[src/rtl/fft_output_ctrl.sv]
// FFT output-stage unload sequencer: walks the four result banks, steers the 4-lane mixer, flags valid/last/done.
// Build option FFT_OUT_BITREV_EN: read addresses are the bit-reverse of the beat count.
module fft_output_ctrl #(
  parameter int N_POINT  = 256,
  parameter int ADDR_BIT = 6
) (
  input  logic                iCLK,
  input  logic                iRESET,
  input  logic                iSTART,
  input  logic                iREADY,
  output logic                oRD_EN,
  output logic [ADDR_BIT-1:0] oRD_ADDR,
  output logic [1:0]          oSEL,
  output logic                oVALID,
  output logic                oLAST,
  output logic                oBUSY,
  output logic                oDONE,
  output logic [1:0]          oSTATE
);

  typedef enum logic [1:0] {
    IDLE  = 2'd0,
    RUN   = 2'd1,
    DRAIN = 2'd2,
    DONE  = 2'd3
  } state_t;

  localparam logic [ADDR_BIT-1:0] LAST_CNT = ADDR_BIT'(N_POINT / 4 - 1);

  state_t              state;
  logic [ADDR_BIT-1:0] cnt;
  logic                drainCnt;
  logic                rdLast;
  logic                vldD1;
  logic                lastD1;
  logic                issue;

  function automatic logic [ADDR_BIT-1:0] beatAddr(input logic [ADDR_BIT-1:0] c);
    logic [ADDR_BIT-1:0] r;
`ifdef FFT_OUT_BITREV_EN
    for (int i = 0; i < ADDR_BIT; i++) r[i] = c[ADDR_BIT-1-i];
`else
    r = c;
`endif
    return r;
  endfunction

  // Flow control: iREADY is a credit, not a handshake. iREADY=1 promises the sink can
  // absorb at least two more beats, so a beat issued now is always accepted two cycles
  // later; oVALID never waits on iREADY. The cycle right after the last beat issues is
  // blocked so the counter never re-issues before the FSM leaves RUN.
  always_comb begin
    issue = (state == RUN) && iREADY && !(oRD_EN && rdLast);
  end

  always_ff @(posedge iCLK) begin
    if (!iRESET) begin
      state    <= IDLE;
      cnt      <= '0;
      drainCnt <= 1'b0;
      rdLast   <= 1'b0;
      vldD1    <= 1'b0;
      lastD1   <= 1'b0;
      oRD_EN   <= 1'b0;
      oRD_ADDR <= '0;
      oSEL     <= 2'd0;
      oVALID   <= 1'b0;
      oLAST    <= 1'b0;
      oDONE    <= 1'b0;
    end else begin
      oRD_EN <= issue;
      if (issue) begin
        oRD_ADDR <= beatAddr(cnt);
        rdLast   <= (cnt == LAST_CNT);
        if (cnt != LAST_CNT) cnt <= cnt + 1'b1;
      end
      // Sample k sits in bank (k%4 + addr)%4, so the rotation is the address low bits,
      // lined up with the one-cycle RAM read; it holds while no read is in flight.
      if (oRD_EN) oSEL <= oRD_ADDR[1:0];
      vldD1  <= oRD_EN;
      lastD1 <= oRD_EN & rdLast;
      oVALID <= vldD1;
      oLAST  <= lastD1;
      oDONE  <= 1'b0;

      case (state)
        IDLE: begin
          if (iSTART) begin
            state  <= RUN;
            cnt    <= '0;
            rdLast <= 1'b0;
          end
        end
        RUN: begin
          if (oRD_EN && rdLast) begin
            state    <= DRAIN;
            drainCnt <= 1'b0;
          end
        end
        DRAIN: begin
          if (drainCnt) begin
            state <= DONE;
            oDONE <= 1'b1;
          end else begin
            drainCnt <= 1'b1;
          end
        end
        DONE: state <= IDLE;
        default: state <= IDLE;
      endcase
    end
  end

  assign oBUSY  = (state == RUN) || (state == DRAIN);
  assign oSTATE = state;

endmodule

[config.mk]
export PLATFORM = sky130hd
export DESIGN_NAME = fft_output_ctrl
export DESIGN_NICKNAME = d
export VERILOG_FILES = /design/src/rtl/fft_output_ctrl.sv
export SDC_FILE = /design/constraint.sdc
export NUM_CORES = 1
export LEC_CHECK = 0
export BUFFER_PORTS_ARGS = -buffer_cell sky130_fd_sc_hd__buf_2
export CORE_MARGIN = 4
export CORE_UTILIZATION = 57
export CTS_BUF_LIST = sky130_fd_sc_hd__clkbuf_4 sky130_fd_sc_hd__clkbuf_8 sky130_fd_sc_hd__clkbuf_16
export DETAILED_ROUTE_END_ITERATION = 16
export PLACE_DENSITY = 0.82
export SETUP_SLACK_MARGIN = 0.02
export SLEW_MARGIN = 25
export SYNTH_ARGS = -nofsm -noshare
export SYNTH_HDL_FRONTEND = slang
export SYNTH_SLANG_ARGS = --single-unit
[constraint.sdc]
create_clock -name iCLK -period 4.4 [get_ports iCLK]
set_input_delay 0 -clock iCLK [delete_from_list [all_inputs] [get_ports iCLK]]
set_output_delay 0 -clock iCLK [all_outputs]
set_load 0.02 [all_outputs]
==> run summary <==
Across all layers, the routed design uses 878 vias. The filler cells instantiated in the layout total 153. The tools report the final hold slack as -0.00128 ns.

The endpoint identified for the worst register-to-register timing path is cnt[2]. The beginning of the worst register-to-register path is oSTATE[1]. The floorplan step set the die height to 50.5 um. The multiplexer fraction of the synthesized cell area is 0.0584, and the post-synthesis cell type count is 33. The first global-routing pass estimated 3.68 mm of wire. The worst hold path terminates at oSTATE[0]. The antenna cell count was 0. The checks that failed: negative hold slack. The clock drives 24 sinks. The tools report the all-layer global routing usage as 0.181. The floorplan step defined a die boundary enclosing 2550 um^2.

The tools report the endpoint type of the worst setup path as a register. The number of gates resized after CTS was 0. The maximum root-to-sink buffer count was 2; the clock insertion delay at the later pin of the skew report was 0.30 ns. The total of endpoints with negative setup slack in the final report came out at 0.

The count of pins over their slew limit is 0. In this run, synthesis produced a sequential element count of 24. The tools report the critical path launch point type as a register. In this run the cell area of the synthesized design comes to 1030 um^2. The number of nets in the synthesized netlist is 119. The synthesized-area fraction occupied by xor and xnor cells was 0. In this run the worst hold path is classified as in2reg. The logs give 0 for the number of antenna violations at the first check in global routing and 1.53 mm for the post-DP HPWL. The synthesized-area fraction occupied by ao, oa, aoi and oai cells works out to 0.198. The kind of critical path was reg2reg. Combinational family with the most area after synthesis: compound AO/OA/AOI/OAI gates. After technology mapping, the gate count stands at 110. Standard cell with the maximum stage delay on the critical path: sky130_fd_sc_hd__or4_1. The area share of the largest cell type after synthesis was 0.467; the clock-pin slew reported for the worst setup and hold paths after clock tree synthesis was 0.13 ns. Startpoint of the worst hold path: iRESET. The share of the clock period used by the worst path after layout was 0.400. The hold buffer count at CTS was 0. The number of global-route vias before repair was 830. For the pin with the worst max-slew slack, the measured transition is 0.572 ns. The tools report the worst-case headroom to the max-slew limit as 0.616.

The share of final-layout standard cells stronger than drive strength 1 came out at 0.195. The commonest cells after synthesis are sky130_fd_sc_hd__dfxtp_1 (24), sky130_fd_sc_hd__nand2_1 (9), sky130_fd_sc_hd__a21oi_1 (8), sky130_fd_sc_hd__o21ai_0 (8), sky130_fd_sc_hd__nand3_1 (7). The total internal power was 0.390 mW; the number of enable flip-flop cells after synthesis was 0. After the first detailed-routing iteration, the DRC count stood at 19. The max-cap violation count was 0; the worst slack at placement was 2.70 ns.

The flow ran to the end, but the final reports show violations. Yosys instantiated no cell more often than sky130_fd_sc_hd__dfxtp_1. The final layout contains routed wiring with a total length of 2.07 mm. Summing all placed instances gives a cell area of 1130 um^2.

The number of port buffers is 18. Traced cell by cell, the critical path runs through inv_1 > ha_1 > a21bo_1 > or4_1 > nor3b_1. The synthesis warning total is 0. Entering global routing, the biggest net connects 15 pins.

At the end of the flow, the number of nets in the layout was 138. After global routing the overflow that remains totals 0. Setup repair after global routing left no endpoint under its margin.

The tools report the number of nets still failing antenna checks after routing as 0. The initialized floorplan defines 15 standard-cell rows. The number of cells traversed by the worst register-to-register path is 5, and the required time at the endpoint of the critical path is 4.61 ns. Pin placement for this block handled 19 I/O pins.

A synthesized cell averages 9.35 um^2. The cell area power density works out to 499 nW/um^2. TritonCTS built the clock tree.

The tools report the buffer cell driving the clock tree root as sky130_fd_sc_hd__clkbuf_4. Derived from the worst setup path, the maximum achievable clock frequency is 568 MHz. At the worst endpoint, the arrival time is 1.97 ns. The number of setup buffers added after CTS is 0. VDD sags by at most 0.000259 V. The logs give 0.467 for the sequential-to-total area share from yosys stat and 0.263 for the clock network fraction of design power.

The simple-gate portion of the synthesized area was 0.173. The core region is 1730 um^2. Along the worst path, the maximum fanout reaches 12.

Among all flip-flop cells after synthesis, the most frequent one is sky130_fd_sc_hd__dfxtp_1. The logs give 0.201 mW for the switching power and 2.64 ns for the final worst setup slack. The die boundary width came out at 50.5 um. The post-synthesis adder-cell area fraction was 0.0608; the global placement routability congestion was 0.874. The run gives 3 as the number of clock buffers inserted by TritonCTS. After detailed routing, the average wire length per cell comes to 13.5 um.

The minimum clock period was 1.76 ns. The initial standard-cell utilization of the core was 0.596. The final standard cell area without fillers was 1180 um^2; the number of H-tree levels was 1. The tools report the leakage component of the power as 0.509 nW. On the final layout, the worst clock skew is 0.00145 ns. The first TritonRoute pass finished after 4 iterations.

Yosys attributes the largest share of cell area to sky130_fd_sc_hd__dfxtp_1 (47%), sky130_fd_sc_hd__ha_1 (6.1%), sky130_fd_sc_hd__mux2i_1 (5.8%). After detailed routing, the number of vias per cell comes to 5.74. The proportion of synthesized flip-flops having asynchronous set or reset was 0. The share of total power in sequential cells is 0.416, and the total negative slack for setup checks is 0 ns. The number of cells on the worst hold path was 2. The number of hold-slack violations in the final timing report was 1; the internal reg-to-reg setup slack was 2.64 ns.

The post-detailed-route DRC marker count was 0; the synthesis-to-finish area growth was 15.2%. The switching share of power was 0.341. Biggest area consumer among synthesized cells: sky130_fd_sc_hd__dfxtp_1. For this run, the slowest stage of the critical path takes 0.52 ns. The relative contribution of combinational cells to total power was 0.321.
## cell type report
cell class | count | area [um^2] | area share
clock buffers | 3 | 22.5 | 0.0190
clock inverters | 1 | 30.0 | 0.0253
inverters | 7 | 26.3 | 0.0222
multi-input cells | 75 | 504 | 0.426
flip-flops and latches | 24 | 480 | 0.405
well taps | 25 | 31.3 | 0.0264
repair buffers | 18 | 90.1 | 0.0760
## through the flow
step | power, mW | utilization | cells
6_report | 0.591 | 0.686 | 153
5_1_grt | 0.626 | 0.686 | 153
4_1_cts | 0.592 | 0.686 | 153
3_5_place_dp | 0.437 | 0.656 | 149
3_3_place_gp | 0.426 | 0.656 | 149
2_1_floorplan | 0.395 | - | 110
## critical path: cells and delay by family, from the launching register on
family	cells	cell delay, ns
compound gates	1	0.33
fa+ha+maj	1	0.19
buf+inv	1	0.12
flops	1	0.37
simple gates	2	0.67
## layer usage
layer	GRT usage	vias to the layer above	wire length (um)
met5	0	-	0
met4	0.0448	0	27
met3	0.0267	4	69
met2	0.309	21	1050
met1	0.237	418	924
li1	-	435	-
## placed cells by master, fill, tap and decap left out, drive strengths merged, types with 2 or more instances in the layout
cell type / n
and2: 5
and3: 5
nand3: 7
a21oi: 8
mux2i: 6
dfxtp: 24
nor2: 2
buf: 18
o21ai: 8
clkbuf: 3
a21boi: 3
a31oi: 2
nand4: 2
nand2: 9
a211oi: 2
ha: 5
inv: 6
## power by group through the flow
stage	clock, mW	sequential [mW]	combinational, mW
after floorplan	0	0.261	0.133
after detailed placement	0	0.251	0.186
after global routing	0.165	0.249	0.211
after CTS	0.156	0.246	0.189
after global placement	0	0.249	0.177
final	0.155	0.246	0.190
## cell families (layout without fill, tap and decap cells)
family          after synthesis  after routing
compound gates               30             30
simple gates                 34             34
flops                        24             24
mux                           6              6
fa+ha+maj                     5              5
buf+inv                      11             29
## registers in the layout, indices dropped and copies added (netlist names)
signal and count:
cnt 6, vldD1 1, oRD_EN 1, drainCnt 1
oRD_ADDR 6, oDONE 1, oSTATE 2, rdLast 1
lastD1 1, oVALID 1, oLAST 1, oSEL 2
## how the worst max path moves through the flow
stage	end	start	slack, ns
finish	cnt[2]	oSTATE[1]	2.64
global route	cnt[2]	oSTATE[1]	2.54
CTS	cnt[2]	oSTATE[1]	2.65
detailed placement	cnt[2]	oSTATE[1]	2.70
global placement	cnt[2]	oSTATE[1]	2.78
floorplan	cnt[2]	oSTATE[0]	2.81
Power figures use the tool's default switching activity.
